--- src/rtl/bit_cnt_pkg.sv ---
// Shared definitions for the round-robin popcount scheduler.
`timescale 1ns/1ps
package bit_cnt_pkg;

    localparam int DEF_NREQ = 4;
    localparam int DEF_DW   = 8;

    // Scheduler FSM: IDLE samples requests, COUNT runs the serial engine.
    typedef enum logic {
        IDLE  = 1'b0,
        COUNT = 1'b1
    } state_t;

    // Count width must hold the value DW itself (all-ones word).
    function automatic int cnt_w(input int dw);
        return $clog2(dw + 1);
    endfunction

    // Requester index width; never narrower than one bit.
    function automatic int id_w(input int n);
        return (n < 2) ? 1 : $clog2(n);
    endfunction

endpackage

--- src/rtl/bit1_cnt_core.sv ---
// Serial bit-1 counting engine: load a word, shift it out LSB first over
// DW cycles while accumulating ones, then pulse o_done with the sum.
`timescale 1ns/1ps
module bit1_cnt_core
    import bit_cnt_pkg::*;
#(
    parameter  int DW = DEF_DW,
    localparam int CW = cnt_w(DW)
) (
    input  logic          iclk,
    input  logic          irst,
    input  logic          i_load,
    input  logic [DW-1:0] i_data,
    output logic          o_last,
    output logic          o_done,
    output logic [CW-1:0] o_sum
);

    logic [DW-1:0] shift_q;
    logic [CW-1:0] acc_q;
    logic [CW-1:0] cyc_q;
    logic          active_q;
    logic [CW-1:0] acc_next;

    // Sum including the bit currently at the bottom of the shifter.
    assign acc_next = acc_q + CW'(shift_q[0]);

    // High in the cycle whose bit is the last one of the word.
    assign o_last = active_q && (cyc_q == CW'(DW - 1));

    // Shifter, accumulator and cycle counter; o_done is a one-cycle pulse.
    always_ff @(posedge iclk) begin
        if (irst) begin
            shift_q  <= '0;
            acc_q    <= '0;
            cyc_q    <= '0;
            active_q <= 1'b0;
            o_done   <= 1'b0;
            o_sum    <= '0;
        end else begin
            o_done <= 1'b0;
            if (i_load) begin
                shift_q  <= i_data;
                acc_q    <= '0;
                cyc_q    <= '0;
                active_q <= 1'b1;
            end else if (active_q) begin
                acc_q   <= acc_next;
                shift_q <= {1'b0, shift_q[DW-1:1]};
                cyc_q   <= cyc_q + CW'(1);
                if (o_last) begin
                    active_q <= 1'b0;
                    o_done   <= 1'b1;
                    o_sum    <= acc_next;
                end
            end
        end
    end

endmodule

--- src/rtl/bit_cnt_sched.sv ---
// Round-robin scheduler sharing one serial popcount engine among NREQ
// requesters; returns each count tagged with the requester index.
//
// Handshake: a requester holds i_req and its i_data word stable until it
// sees its o_gnt bit; the word is captured on the edge that raises o_gnt.
// The requester drops i_req in the o_gnt cycle or the one after; a level
// still high when the FSM is next IDLE counts as a new request. o_rsp_vld
// is a one-cycle pulse with no backpressure.
`timescale 1ns/1ps
module bit_cnt_sched
    import bit_cnt_pkg::*;
#(
    parameter  int NREQ = DEF_NREQ,
    parameter  int DW   = DEF_DW,
    localparam int CW   = cnt_w(DW),
    localparam int IW   = id_w(NREQ)
) (
    input  logic               iclk,
    input  logic               irst,
    input  logic [NREQ-1:0]    i_req,
    input  logic [NREQ*DW-1:0] i_data,
    output logic [NREQ-1:0]    o_gnt,
    output logic               o_busy,
    output logic               o_rsp_vld,
    output logic [IW-1:0]      o_rsp_id,
    output logic [CW-1:0]      o_rsp_cnt
);

    state_t          state_q;
    state_t          state_d;
    logic [IW-1:0]   ptr_q;
    logic [IW-1:0]   win;
    logic [IW-1:0]   idx;
    logic            found;
    logic            load;
    logic            core_last;
    logic [DW-1:0]   win_data;

    // Winner: first set request searching upward from ptr+1, wrapping.
    always_comb begin
        win   = ptr_q;
        found = 1'b0;
        idx   = '0;
        for (int i = 1; i <= NREQ; i++) begin
            idx = IW'((int'(ptr_q) + i) % NREQ);
            if (!found && i_req[idx]) begin
                win   = idx;
                found = 1'b1;
            end
        end
    end

    assign win_data = i_data[win*DW +: DW];

    // Next-state logic; requests are only looked at while IDLE.
    always_comb begin
        state_d = state_q;
        load    = 1'b0;
        case (state_q)
            IDLE: begin
                if (|i_req) begin
                    state_d = COUNT;
                    load    = 1'b1;
                end
            end
            COUNT: begin
                if (core_last) state_d = IDLE;
            end
            default: state_d = IDLE;
        endcase
    end

    // FSM state register.
    always_ff @(posedge iclk) begin
        if (irst) state_q <= IDLE;
        else      state_q <= state_d;
    end

    // Registered grant, busy flag, rr pointer and response tag.
    always_ff @(posedge iclk) begin
        if (irst) begin
            o_gnt    <= '0;
            o_busy   <= 1'b0;
            ptr_q    <= IW'(NREQ - 1);
            o_rsp_id <= '0;
        end else begin
            o_gnt  <= load ? (NREQ'(1) << win) : '0;
            o_busy <= (state_d == COUNT);
            if (load) ptr_q <= win;
            if ((state_q == COUNT) && core_last) o_rsp_id <= ptr_q;
        end
    end

    bit1_cnt_core #(.DW(DW)) u_core (
        .iclk   (iclk),
        .irst   (irst),
        .i_load (load),
        .i_data (win_data),
        .o_last (core_last),
        .o_done (o_rsp_vld),
        .o_sum  (o_rsp_cnt)
    );

endmodule
--- config.mk ---
export PLATFORM = sky130hd
export DESIGN_NAME = bit_cnt_sched
export DESIGN_NICKNAME = d
export VERILOG_FILES = /design/src/rtl/bit_cnt_pkg.sv /design/src/rtl/bit1_cnt_core.sv /design/src/rtl/bit_cnt_sched.sv
export SDC_FILE = /design/constraint.sdc
export NUM_CORES = 1
export LEC_CHECK = 0
export BUFFER_PORTS_ARGS = -buffer_cell sky130_fd_sc_hd__buf_2
export CAP_MARGIN = 20
export CORE_MARGIN = 5
export CORE_UTILIZATION = 40
export CTS_CLUSTER_DIAMETER = 80
export DETAILED_ROUTE_END_ITERATION = 6
export GPL_TIMING_DRIVEN = 0
export PLACE_DENSITY = 0.62
export SETUP_SLACK_MARGIN = 0.15
export SYNTH_ARGS = -nofsm -noshare
export SYNTH_HDL_FRONTEND = slang
export SYNTH_SLANG_ARGS = --single-unit
--- constraint.sdc ---
create_clock -name iclk -period 3.3 [get_ports iclk]
set_clock_uncertainty 0.05 [all_clocks]
set_input_delay 0 -clock iclk [delete_from_list [all_inputs] [get_ports iclk]]
set_output_delay 0 -clock iclk [all_outputs]
set_load 0.05 [all_outputs]
# == Yosys cells after proc, flatten, opt, wreduce, memory -nomap -nowiden ==
# Index checks and enable logic that the tools add are counted.
# W data, S select, Z words.
# totals
register_bits,31
elab_cells,64
# classes
addsub,6
order_cmp,4
n_eq_ne,1
n_shift,2
mux,24
bitwise,3
n_reduce_logical,14
# op_table
cell,n
$shiftx A32 B6 Y8,1
$mux W8,2
$mux W1,13
$lt A2 B3 Y1 const B,4
$bmux W1 S2,4
$mux W2,4
$logic_and A1 B1 Y1,5
$add A2 B1 Y2 const B,2
$add A2 B2 Y2 const B,2
$add A4 B1 Y4,1
$add A4 B1 Y4 const B,1
$eq A4 B3 Y1 const B,1
$reduce_or A2 Y1,2
$reduce_or A4 Y1,1
$shl A1 B2 Y4 const A,1
$logic_not A1 Y1,3
$not A1 Y1,3
$reduce_and A3 Y1,1
$reduce_or A3 Y1,1
$pmux W1 S2,1
$reduce_bool A2 Y1,1

# == Logic depth before layout (Yosys ltp) ==
# Gate-level depths: netlist (run 1).
# depth
depth_word,15
ltp_mapped,6
ltp_nobuf,6

# == By module ==
# Synthesis (run 1) repeated with hierarchy kept, for this count alone.
# unflattened
hier_cells,187
area_unflattened_um2,1679.1
# modules_own_cells
mod,n_inst,cells_each,area_each_um2,seq_area_each_um2
bit1_cnt_core,1,104,994.7,440.4
bit_cnt_sched,1,83,684.4,180.2

# == Worst setup path before layout (run 1) ==
# No wires, ideal clock.
# synth_timing
kind,reg2reg
from,register u_core.cyc_q[0]
to,register u_core.o_sum[0]
setup_ps,128
t_arrival_ps,1373
t_required_ps,3122
setup_slack_ps,1749
stages_incl_launch_ff,7
synth_period_minus_slack_ps,1551
path_cell_list,dfxtp_1 > ha_1 > nor2b_1 > nand3_1 > nor2_1 > mux2i_1 > nor2_1
# synth_between
elab_chain_len,3
# synth_lines
element,line,source
"start, declared",bit1_cnt_core.sv:21,logic [CW-1:0] cyc_q;
"start signal, assigned",bit1_cnt_core.sv:50,cyc_q <= cyc_q + CW'(1);
$eq A4 B3 Y1,bit1_cnt_core.sv:29,assign o_last = active_q && (cyc_q == CW'(DW - 1));
$logic_and A1 B1 Y1,bit1_cnt_core.sv:29,
$reduce_and A3 Y1 (no line),n/a,
"end signal, assigned",bit1_cnt_core.sv:54,o_sum <= acc_next;
"end, declared",bit1_cnt_core.sv:16,output logic [CW-1:0] o_sum
# Every way passes these cells.
# A chain may end at the register's enable or synchronous reset.

# == Worst setup path in the final report (run 1) ==
# Same ends and word-level chain as after synthesis.

==> impl_metrics.ini, run 1 <==
[clock_tree]
ctsHtreeMaxLevel = 2
cts_sinks = 31
post_cts_resized = 0
clk_latency_ns = 0.28
clk_pin_slew_ns = 0.07
clock_path_buffers = 2
cts_setup_buffers = 0
cts_tree = built
ctsHoldBuffers = 0
cts_root_buf = clkbuf_8
cts_buffers = 5

[layout]
final_area_um2 = 1913
drive_gt1_share_pct = 31.78
syn_to_final_growth_pct = 26.47
post-route-util_pct = 52.26
diodes = 0
nets = 254
fill_cells = 334

[sta]
min_period_ns = 1.804
final.setup.tns_ns = 0
setup_viol = 0
finalCritPeriodShare_pct = 54.66
hold_violations = 1
rsz0062_at_grt = false
fmax_mhz = 554.4
tightest_slew_ns = 0.5165
hold_ws_ns = -0.006707
finalMaxSlewViolations = 0
slew_headroom_pct = 65.44

[grt]
grt_use_total_pct = 14.37
grt_overflow = 0
grt_max_degree = 11
antenna_found_initial = 0
grt_pass1_wl_mm = 5.865
grt_pass1_vias = 1386

[floorplanning]
num_rows = 22
start_util_pct = 41.32
die_w_um = 71.50
design.die.area_um2 = 5112
ioPinCount = 50
die_h_um = 71.50
core_region_area_um2 = 3661

[yosys]
syn_inst = 158
synth_area_per_cell_um2 = 9.574
synth.top_cells.by_area = dfxtp_1 41%, mux2i_1 15%, mux2_2 5.2%
synth_most_common_cell = dfxtp_1
synth_ff_type = dfxtp_1
synth_area_um2 = 1513
yosys.cell_types.count = 30
ys_warn_count = 0
synth_seq_cells = 31
yosys.area.top_type_share_pct = 41.03
synth_edf_count = 0
ys_seq_area_share_pct = 41.03
synth_area_leader_cell = dfxtp_1
synthesis.nets = 199
async_flop_share_pct = 0
synthTopCellsByCount = 31 x dfxtp_1, 22 x mux2i_1, 17 x nor2_1

[min_path]
hp-class = input pin to register

[power]
ir_worst_vdd_mv = 0.2898
leakagePower_nw = 0.9016
cellPowerDensity_nw_per_um2 = 494.8

[worst_setup_path]
start_kind = register
end_kind = register
critPathMaxFanout = 6
cp.required_ns = 3.41
critical_path_arrival_ns = 1.91
critical_path_class = register to register

[routing]
drt-pass1-iter-count = 4
routedWlPerCell_um = 13.76
drc = 0
dr_total_vias = 1375
ant_nets = 0
finalWirelength_mm = 3.604
drt-vias-per-instance = 5.248
drt-initial-drc-count = 94

[placed_design]
hpwl_mm = 2.652
gp_congestion = 0.7560
portBuffers = 48
place_area_um2 = 1813

[outcome]
status = complete, but fails checks
violations = negative hold slack

[run]
maxCapViolations = 0
[cells in the final DEF, fill, tap and decap left out, types with 3 or more instances in the layout]
master	instances
buf_2	51
dfxtp_1	31
mux2i_1	22
nor2_1	17
nor3_1	10
o21ai_0	8
nand2_1	7
mux2_2	7
a221oi_1	7
clkbuf_8	7
a21oi_1	5
xor2_1	5
nor2b_1	5
clkbuf_1	4
nand4_1	3
nand3_1	3
ha_1	3
[power breakdown]
part,internal (W),total [W],leakage [nW],switching (W)
combinational,0.0000964,0.000208,0.596,0.000112
clock,0.000190,0.000325,0.0515,0.000135
sequential,0.000399,0.000413,0.254,0.0000139
total,0.000686,0.000947,0.902,0.000261
[state kept, by name, indices dropped and copies added (netlist names)]
signal	flops
u_core.shift_q	8
o_gnt	4
u_core.acc_q	4
u_core.cyc_q	4
u_core.o_sum	4
o_rsp_id	2
ptr_q	2
o_busy	1
u_core.active_q	1
u_core.o_done	1
[metrics by stage]
step                      total power, W  cells  setup WS (ns)
after global routing           0.0009941    262          1.343
after floorplan                0.0005711    158          1.749
after detailed placement       0.0006293    254          1.520
after global placement         0.0006221    254          1.530
final                          0.0009466    262          1.496
after CTS                      0.0009553    262          1.500
[worst max-delay path, cell delays in order, from the launching register on]
cell and delay (ns):
dfxtp_1 0.37, ha_1 0.18, nor2b_1 0.22, nand3_1 0.15, nor2_1 0.41, mux2i_1 0.24
nor2_1 0.05
[layer usage]
layer / part of all wire, % / GRT usage [%] / vias to the layer above
met5: 0 / 0 / -
met4: 2.5 / 8.768 / 0
met3: 7.2 / 4.208 / 8
met1: 40 / 17.14 / 631
met2: 50 / 22.65 / 48
li1: - / - / 688
[cells by family after synthesis]
kind of cell / after synthesis / share of synthesized area [%]
simple gates: 49 / 15.39
flops: 31 / 41.03
buf+inv: 10 / 4.301
xor+xnor: 7 / 4.053
compound gates: 29 / 12.99
fa+ha+maj: 3 / 2.482
mux: 29 / 19.77
[worst paths after layout]
path                               endpoint                          from  slack, ns  cells after the start
min reg2reg        o_rsp_id[0]$_SDFFE_PP0P_      o_rsp_id[0]$_SDFFE_PP0P_       0.44                      2
min          u_core.shift_q[7]$_SDFFE_PP0P_                    i_data[15]     -0.007                      3
max            u_core.o_sum[0]$_SDFFE_PP0P_  u_core.cyc_q[0]$_SDFFE_PP0P_       1.50                      6
max reg2reg    u_core.o_sum[0]$_SDFFE_PP0P_  u_core.cyc_q[0]$_SDFFE_PP0P_       1.50                      6
[area by class of cell]
class                      instances  area (µm²)  area share (%)
timing repair buffer              48       240.2           12.56
sequential                        31       620.6           32.44
multi-input combinational        117       827.0           43.23
clock buffer                       8       100.1           5.232
inverter                           2       7.507          0.3924
tap                               48       60.06           3.139
buffer                             8       57.56           3.009
Note: power is estimated with default switching activity, not from simulation.
==> run 2, diff against run 1 <==
Settings changed: ABC_AREA set to 1, PLACE_DENSITY 0.62 to 0.59.
Clock period 3.3 ns to 1.7 ns, I/O delays scaled along.
==> run 2 against run 1 <==
Against the previous run: the flow finishes with violations (negative setup slack); final area rose by 37%; setup slack got worse by 1.6 ns; area after synthesis is 24% higher; critical path depth up 9; global-route usage rose by 1.6 points; first-iteration DRC count decreased by 16%; sequential share of layout area shrank 8.4 points; critical endpoint is now u_core.shift_q[0]$_SDFFE_PP0P_; highest routed layer unchanged.
==> impl_metrics.ini, run 2 <==
[layout]
finalNonFillerCells = 379
syn_to_final_growth_pct = 39.87
nets = 368
diodes = 0
regMostFlops = u_core.shift_q
fill_cells = 418
largest_reg_flops = 8
final_area_um2 = 2616
layout_common_cells = 49 x buf_2, 41 x nand2_1, 28 x nand3_1
regArea_um2 = 628.1
layout_commonest_cell = buf_2
multi_input_area_um2 = 1219
drive_gt1_share_pct = 47.09

[grt]
grt_use_total_pct = 15.94
grt_max_degree = 11
grt_pass1_vias = 1827
grt_overflow = 0
antenna_found_initial = 0
grt_pass1_wl_mm = 7.852

[sta]
min_period_ns = 1.803
rsz0062_at_grt = true
setup_slack_ns = -0.1033
hold_violations = 0
slew_headroom_pct = 72.39
tightest_slew_ns = 0.4104
setup_viol = 13
hold_ws_ns = 0.05645
fmax_mhz = 554.5
finalCritPeriodShare_pct = 106.1
finalMaxSlewViolations = 0

[yosys]
synth.top_cells.by_area = dfxtp_1 33%, nand2_1 11%, nand3_2 9.1%
synthTopCellsByCount = 53 x nand2_1, 31 x dfxtp_1, 28 x nand3_1
synth_area_leader_cell = dfxtp_1
ys_seq_area_share_pct = 33.18
synth_seq_cells = 31
synthesis.nets = 293
async_flop_share_pct = 0
yosys.area.top_type_share_pct = 33.18
syn_inst = 252
synth_most_common_cell = nand2_1
yosys.cell_types.count = 30
synth_edf_count = 0
ys_warn_count = 0
synth_area_um2 = 1871
synth_area_per_cell_um2 = 7.423
synth_ff_type = dfxtp_1

[outcome]
status = complete, but fails checks
violations = negative setup slack

[worst_setup_path]
cp.required_ns = 1.81
cpLargestDelayFamily = simple AND/OR/NAND/NOR gates
critPathMaxFanout = 8
critical_path_arrival_ns = 1.92
start_kind = register
slowest_stage = dfxtp_4
worstPathCellList = buf_8 > clkinv_8 > nand2_2 > nand2_4 > nand2_2 > nand2_2 > nand2_4 > nand2_4 > nand2_4 > nand2_8 > clkbuf_16 > nand2_4 > nand3_2 > nand3_2 > a21oi_2
slowest_delay_ns = 0.37
cpMostUsedCell = nand2_4
critical_path_class = register to register
end_kind = register
path_buf_inv = 3

[floorplanning]
die_h_um = 78.39
die_w_um = 78.39
design.die.area_um2 = 6144
start_util_pct = 42.09
core_region_area_um2 = 4444
ioPinCount = 50
num_rows = 24

[clock_tree]
clk_pin_slew_ns = 0.06
cts_sinks = 31
clk_latency_ns = 0.28
cts_tree = built
cts_root_buf = clkbuf_8
ctsHtreeMaxLevel = 2
cts_buffers = 5
clock_path_buffers = 2

[power]
p_total_w = 0.004757
cellPowerDensity_nw_per_um2 = 1818
leakagePower_nw = 1.259
ir_worst_vdd_mv = 1.120

[placed_design]
dpl_worst_slack_ns = -0.1498
place_inst = 353
portBuffers = 49
place_area_um2 = 2190
hpwl_mm = 3.400
gp_congestion = 0.7940

[routing]
drt-initial-drc-count = 79
drc = 0
dr_total_vias = 1924
finalWirelength_mm = 4.899
drt-vias-per-instance = 5.077
ant_nets = 0
routedWlPerCell_um = 12.93
drt-pass1-iter-count = 6

[min_path]
hp-class = input pin to register

[run]
maxCapViolations = 0
[run 2: changes by cell type after synthesis, sizes merged, moves of 7 or more]
cell	previous run	this run
o21ai	9	23
a21oi	5	18
inv	2	19
nand3	3	46
nand2	7	70
mux2	7	0
mux2i	22	0
a221oi	7	0
[run 2: area by class of cell]
type                    instances  share of cell area [%]
plain buffers                  10                   3.682
clock buffers                   6                   3.156
clock inverters                 1                  0.1913
inverters                      19                   3.491
multi-input cells             192                   46.58
flip-flops and latches         31                   24.01
well taps                      52                   2.487
repair buffers                 68                   16.40
[run 2: cells by family (layout without fill, tap and decap cells)]
family                   Yosys count  in the layout  share of synthesized area (%)
flip-flops                        31             31                          33.18
XOR/XNOR                           3              3                          1.405
AO/OA/AOI/OAI                     43             43                          13.58
AND/OR/NAND/NOR                  143            143                          40.67
buffers and inverters             29            104                          9.164
adder cells (fa/ha/maj)            3              3                          2.007
[run 2: through the flow]
stage / TNS, ns / util, %
floorplan: 0 / -
global placement: -1.073 / 49.27
CTS: -0.3521 / 54.81
global route: -2.306 / 58.87
finish: -0.8760 / 58.87
detailed placement: -1.142 / 49.27
[run 2: worst min-delay path: stages]
cell     delay [ns]
buf_2          0.11
nand2_2        0.06
nand3_2        0.07
nand3_2        0.06
a21oi_2        0.04
[run 2: worst paths after layout]
path	slack (ns)	depth (start not counted)	endpoint	from
worst min register to register	0.42	2	u_core.acc_q[0]$_SDFFE_PP0P_	u_core.acc_q[0]$_SDFFE_PP0P_
worst min-delay path	0.06	5	u_core.shift_q[6]$_SDFFE_PP0P_	i_data[14]
worst max-delay path	-0.10	15	u_core.shift_q[0]$_SDFFE_PP0P_	ptr_q[0]$_SDFFE_PP1N_
worst max register to register	-0.10	15	u_core.shift_q[0]$_SDFFE_PP0P_	ptr_q[0]$_SDFFE_PP1N_
[run 2: what timing repair did]
action | CTS | global route
hold buffers | 1 | 0
endpoints found under the setup margin | 20 | 30
setup buffers | 10 | 5
gates cloned | 1 | 2
endpoints found under the hold margin | 3 | 0
pin swaps | 3 | 3
gates resized for setup | 20 | 28
[run 2: per-layer routing]
layer / part of all wire, % / wire [µm] / track usage (%)
met1: 43 / 2091 / 18.62
met3: 5.0 / 243 / 4.691
met4: 1.7 / 81 / 5.594
met2: 51 / 2482 / 27.74
met5: 0 / 0 / 0
[run 2: report_power, final]
part	leakage, nW	switching (W)	internal [W]
registers	0.254	0.0000660	0.000844
clock network	0.0470	0.000263	0.000317
logic	0.959	0.00184	0.00143
total	1.26	0.00217	0.00259
